==> src/rtl/multi_channel_signal_shifter.sv <==
// N-channel programmable trigger delay. Each channel counts qualified edges on its async input.
// After the programmed edge count it waits a programmed delay, then emits a programmed-width pulse.
module multi_channel_signal_shifter #(
  parameter int unsigned NUM_CHANNELS = 4,
  parameter int unsigned DELAY_WIDTH  = 32,
  parameter int unsigned EVENT_WIDTH  = 8,
  parameter int unsigned PULSE_WIDTH  = 16,
  parameter int unsigned CH_WIDTH     = (NUM_CHANNELS > 1) ? $clog2(NUM_CHANNELS) : 1
) (
  input  logic                    clk,
  input  logic                    reset_n,
  input  logic [NUM_CHANNELS-1:0] enable,
  input  logic                    cfg_write,
  input  logic [CH_WIDTH-1:0]     cfg_channel,
  input  logic [1:0]              cfg_sel,
  input  logic [DELAY_WIDTH-1:0]  cfg_data,
  input  logic [NUM_CHANNELS-1:0] input_signal,
  output logic [NUM_CHANNELS-1:0] output_signal,
  output logic [NUM_CHANNELS-1:0] busy,
  output logic [NUM_CHANNELS-1:0] missed_event
);

  typedef enum logic [1:0] {StIdle, StDelay, StPulse} state_e;

  localparam logic [EVENT_WIDTH:0]   EvOne  = (EVENT_WIDTH + 1)'(1);
  localparam logic [PULSE_WIDTH-1:0] PwOne  = PULSE_WIDTH'(1);
  localparam logic [DELAY_WIDTH-1:0] CntOne = DELAY_WIDTH'(1);

  for (genvar i = 0; i < NUM_CHANNELS; i++) begin : g_ch
    logic [2:0]             r_sync;  // [0] s1, [1] s2, [2] s3 (previous s2 for edge detect)
    logic [DELAY_WIDTH-1:0] r_delay;
    logic [EVENT_WIDTH-1:0] r_event;
    logic [PULSE_WIDTH-1:0] r_pulse;
    logic [1:0]             r_mode;
    state_e                 r_state;
    logic [EVENT_WIDTH-1:0] r_ev_cnt;
    logic [DELAY_WIDTH-1:0] r_cnt;
    logic [DELAY_WIDTH-1:0] r_delay_act;
    logic [PULSE_WIDTH-1:0] r_pulse_act;
    logic                   r_out;
    logic                   r_busy;
    logic                   r_missed;

    logic                   w_edge;
    logic                   w_qual;
    logic                   w_cfg_hit;
    logic [EVENT_WIDTH:0]   w_ev_next;
    logic [EVENT_WIDTH:0]   w_ev_eff;
    logic [PULSE_WIDTH-1:0] w_pulse_eff;

    always_comb begin
      w_edge = 1'b0;
      case (r_mode)
        2'd0:    w_edge = r_sync[1] & ~r_sync[2];
        2'd1:    w_edge = ~r_sync[1] & r_sync[2];
        2'd2:    w_edge = r_sync[1] ^ r_sync[2];
        default: w_edge = 1'b0;
      endcase
    end

    assign w_qual      = w_edge & enable[i];
    assign w_cfg_hit   = cfg_write && (cfg_channel == CH_WIDTH'(i));
    assign w_ev_next   = {1'b0, r_ev_cnt} + EvOne;
    assign w_ev_eff    = (r_event == '0) ? EvOne : {1'b0, r_event};
    assign w_pulse_eff = (r_pulse == '0) ? PwOne : r_pulse;

    always_ff @(posedge clk) begin
      if (!reset_n) begin
        r_sync <= 3'b000;
      end else begin
        r_sync <= {r_sync[1:0], input_signal[i]};
      end
    end

    always_ff @(posedge clk) begin
      if (!reset_n) begin
        r_delay <= '0;
        r_event <= EVENT_WIDTH'(1);
        r_pulse <= PwOne;
        r_mode  <= 2'd0;
      end else if (w_cfg_hit) begin
        unique case (cfg_sel)
          2'd0: r_delay <= cfg_data;
          2'd1: r_event <= cfg_data[EVENT_WIDTH-1:0];
          2'd2: r_pulse <= cfg_data[PULSE_WIDTH-1:0];
          2'd3: r_mode  <= cfg_data[1:0];
        endcase
      end
    end

    // Trigger decisions read the cfg registers before any same-cycle write lands.
    always_ff @(posedge clk) begin
      if (!reset_n) begin
        r_state     <= StIdle;
        r_ev_cnt    <= '0;
        r_cnt       <= '0;
        r_delay_act <= '0;
        r_pulse_act <= PwOne;
        r_out       <= 1'b0;
        r_busy      <= 1'b0;
        r_missed    <= 1'b0;
      end else if (!enable[i]) begin
        r_state  <= StIdle;
        r_ev_cnt <= '0;
        r_cnt    <= '0;
        r_out    <= 1'b0;
        r_busy   <= 1'b0;
        r_missed <= 1'b0;
      end else begin
        r_missed <= 1'b0;
        case (r_state)
          StIdle: begin
            if (w_qual) begin
              if (w_ev_next >= w_ev_eff) begin
                r_ev_cnt    <= '0;
                r_delay_act <= r_delay;
                r_pulse_act <= w_pulse_eff;
                r_busy      <= 1'b1;
                r_cnt       <= CntOne;
                if (r_delay == '0) begin
                  r_state <= StPulse;
                  r_out   <= 1'b1;
                end else begin
                  r_state <= StDelay;
                end
              end else begin
                r_ev_cnt <= w_ev_next[EVENT_WIDTH-1:0];
              end
            end
          end
          StDelay: begin
            r_missed <= w_qual;
            if (r_cnt >= r_delay_act) begin
              r_state <= StPulse;
              r_out   <= 1'b1;
              r_cnt   <= CntOne;
            end else begin
              r_cnt <= r_cnt + CntOne;
            end
          end
          StPulse: begin
            r_missed <= w_qual;
            if (r_cnt >= DELAY_WIDTH'(r_pulse_act)) begin
              r_state <= StIdle;
              r_out   <= 1'b0;
              r_busy  <= 1'b0;
              r_cnt   <= '0;
            end else begin
              r_cnt <= r_cnt + CntOne;
            end
          end
          default: begin
            r_state <= StIdle;
            r_out   <= 1'b0;
            r_busy  <= 1'b0;
          end
        endcase
      end
    end

    assign output_signal[i] = r_out;
    assign busy[i]          = r_busy;
    assign missed_event[i]  = r_missed;
  end

endmodule

==> config.mk <==
export PLATFORM = sky130hd
export DESIGN_NAME = multi_channel_signal_shifter
export DESIGN_NICKNAME = d
export VERILOG_FILES = /design/src/rtl/multi_channel_signal_shifter.sv
export SDC_FILE = /design/constraint.sdc
export NUM_CORES = 2
export LEC_CHECK = 0
export CAP_MARGIN = 20
export CORE_MARGIN = 4
export CORE_UTILIZATION = 42
export DETAILED_ROUTE_END_ITERATION = 6
export PLACE_DENSITY = 0.63
export SYNTH_ARGS = -nofsm -noshare
export SYNTH_HDL_FRONTEND = slang
export SYNTH_SLANG_ARGS = --single-unit
==> constraint.sdc <==
create_clock -name clk -period 4.26 [get_ports clk]
set_input_delay 0.852 -clock clk [delete_from_list [all_inputs] [get_ports clk]]
set_output_delay 0.852 -clock clk [all_outputs]
set_load 0.005 [all_outputs]
==> impl_metrics.csv <==
group,metric,value,unit
synthesis,synth_area,31110,um2
timing,tightest_slew,1022,ps
clock_network,cts_root_buf,"clkbuf_16",
clock_network,post_cts_buffers,0,
power,vdd_drop_max,0.2619,mV
clock_network,clk_latency,620,ps
synthesis,ys.flop_type,"dfxtp_1",
power,powerDensity,365.8,nW/um2
placed_design,dpl.cell_count,4663,
die,rows,99,
finish,fillCellCount,7114,
synthesis,synthArstFlopShare,0,%
critical_path,ff2ff_path_depth,13,
placed_design,port_buffers,58,
global_route,grt_max_degree,119,
global_route,overflow,0,
die,die_h,280.1,um
synthesis,synth-edff-count,0,
clock_network,ctsResizeCount,0,
drt,drcViolationCount,0,
clock_network,tritoncts,"yes",
timing,fin_crit,3749,ps
global_route,antenna_found_initial,5,
timing,holdWs,431.9,ps
finish,drive_gt1_share,5.162,%
clock_network,htree_num_levels,3,
global_route,grt_pass1_wl,129400,um
synthesis,ys_warn_count,0,
placed_design,dp_hpwl,56800,um
critical_path,cp.arrival,4280,ps
critical_path,cp-end-kind,"flop",
finish,final_cell_mix,"889 x nand2_1, 616 x dfxtp_1, 305 x a21boi_0",
drt,first_pass_iters,5,
die,ioPinCount,59,
clock_network,holdBufCountCts,0,
timing,setup_viol,0,
clock_network,cts_sinks,616,
clock_network,path_clk_slew,60,ps
timing,max_freq,0.2668,GHz
global_route,grtUsageMet3,3.353,%
critical_path,critPathKind,"reg2reg",
critical_path,path_max_fanout,12,
drt,avgViaCountPerCell,5.260,
critical_path,start_kind,"flop",
placed_design,place_congestion,0.8323,
run,max_cap_violations,0,
critical_path,required,4790,ps
clock_network,cts_buffers,70,
timing,grt_setup_unrepaired,"no",
worst_hold_path,holdPathStages,1,
synthesis,ys_ff_latch,616,
drt,ant_nets,0,
finish,syn_to_final_growth,12.50,%
die,core_area,73210,um2
finish,seq_area,12330,um2
die,fp.dieArea,78480,um2
drt,initialDrtViolationCount,1590,
synthesis,syn_nets,4104,
timing,finalCritPeriodShare,88.00,%
timing,hold_viol_final,0,
worst_hold_path,hold_path_class,"reg2reg",
timing,tns,0,ps
global_route,met1_usage,28.47,%
synthesis,ys_types,87,
global_route,use_met2,33.02,%
drt,vias,25230,
global_route,track_usage,20.44,%
synthesis,synth-seq-area-share,39.64,%
timing,slew_headroom,31.86,%
finish,fin_cells,4797,
synthesis,syn_inst,3804,
status,status,"complete, no violations",
finish,final_common_cell,"nand2_1",
global_route,gr-max-usage-layer,"met2",
clock_network,cts_buffer_depth,3,
drt,wl,81710,um
die,die_w,280.1,um
drt,wl_per_cell,17.03,um
synthesis,synth_area_per_cell,8.177,um2
timing,fin_skew,26.52,ps
timing,slew_viol_final,0,
power,leakagePower,12.62,nW
global_route,grt_pass1_vias,23380,
finish,multi_input_area,17020,um2
die,initial_core_util,42.49,%
finish,fin_nets,4081,
synthesized netlist by cell type (40+ instances only):
library cell / number / area share (%)
nand2_1: 889 / 11
dfxtp_1: 616 / 40
a21boi_0: 305 / 7.4
inv_1: 257 / 3.1
ha_1: 253 / 10
nor2_1: 202 / 2.4
clkbuf_1: 150 / 1.8
a21oi_1: 105 / 1.7
nand3_1: 84 / 1.4
a21boi_1: 81 / 2.0
xor2_1: 81 / 2.3
nand4_1: 78 / 1.6
o21ai_0: 72 / 1.2
nor4_1: 70 / 1.4
nor3_1: 63 / 1.0
xnor2_1: 62 / 1.7
mux2i_1: 44 / 1.4
and3_1: 43 / 0.86
nor2b_1: 40 / 0.80
sequential cells by signal, indices dropped and copies added (netlist names):
| register | cells |
|---|---|
| g_ch.r_cnt | 128 |
| g_ch.r_delay | 128 |
| g_ch.r_delay_act | 128 |
| g_ch.r_pulse | 64 |
| g_ch.r_pulse_act | 64 |
| g_ch.r_ev_cnt | 32 |
| g_ch.r_event | 32 |
| g_ch.r_sync | 12 |
| g_ch.r_mode | 8 |
| g_ch.r_state | 8 |
| g_ch.r_busy | 4 |
| g_ch.r_missed | 4 |
| g_ch.r_out | 4 |
layer usage:
metal	vias to the layer above	routed length, um
met4	2	1833
met1	11880	38680
li1	12790	-
met2	457	36930
met5	-	13
met3	101	4252
power by group:
part / internal [mW] / switching [mW]
sequential: 5.80 / 0.0325
clock: 3.87 / 2.48
combinational: 0.213 / 0.405
kinds of logic (layout without fill, tap and decap cells):
kind of cell | after synthesis | after routing | synth area share [%]
muxes | 46 | 46 | 1.488
xor gates and xnor gates | 143 | 143 | 4.026
other | 0 | 2 | 0
adders and majority gates | 253 | 253 | 10.18
DFF | 616 | 616 | 39.64
buffers and inverters | 454 | 486 | 5.784
and+or+nand+nor | 1588 | 1588 | 22.99
AOI/OAI and AO/OA | 704 | 704 | 15.89
worst paths after layout:
check,to,from,slack (ps)
max,g_ch[3].r_cnt[24],g_ch[3].r_ev_cnt[2],510
min reg2reg,g_ch[2].r_sync[1],g_ch[2].r_sync[0],430
max reg2reg,g_ch[3].r_cnt[24],g_ch[3].r_ev_cnt[2],510
min,g_ch[2].r_sync[1],g_ch[2].r_sync[0],430
metrics by stage:
stage | setup slack, ps | util [%] | total power, mW | cell area, um2
3_5_place_dp | 481.9 | 44.30 | 6.569 | 32430
6_report | 511.3 | 47.80 | 12.80 | 34990
4_1_cts | 467.9 | 47.62 | 12.91 | 34860
5_1_grt | 135.0 | 47.79 | 13.22 | 34990
2_1_floorplan | 1136 | - | 6.311 | 31110
3_3_place_gp | 577.0 | 44.28 | 6.566 | 32410
critical path, stage by stage, from the launching register on:
cell and delay [ps]:
dfxtp_1 420, nand3_1 200, nor2_1 290, nand3_1 130, xnor2_1 150, ha_1 310
nand3_1 90, o22ai_1 210, a311oi_2 140, a21o_1 310, nor3_2 800, nand2_4 60
or3b_1 390, a31oi_1 160
cell type report:
type / count / area share, %
Clock buffer: 103 / 6.025
Antenna cell: 2 / 0.01430
Timing Repair Buffer: 102 / 2.961
Tap cell: 959 / 3.429
Clock inverter: 24 / 0.9368
Inverter: 257 / 2.757
Multi-Input combinational cell: 2734 / 48.64
Sequential cell: 616 / 35.24
Note: power is estimated with default switching activity, not from simulation.
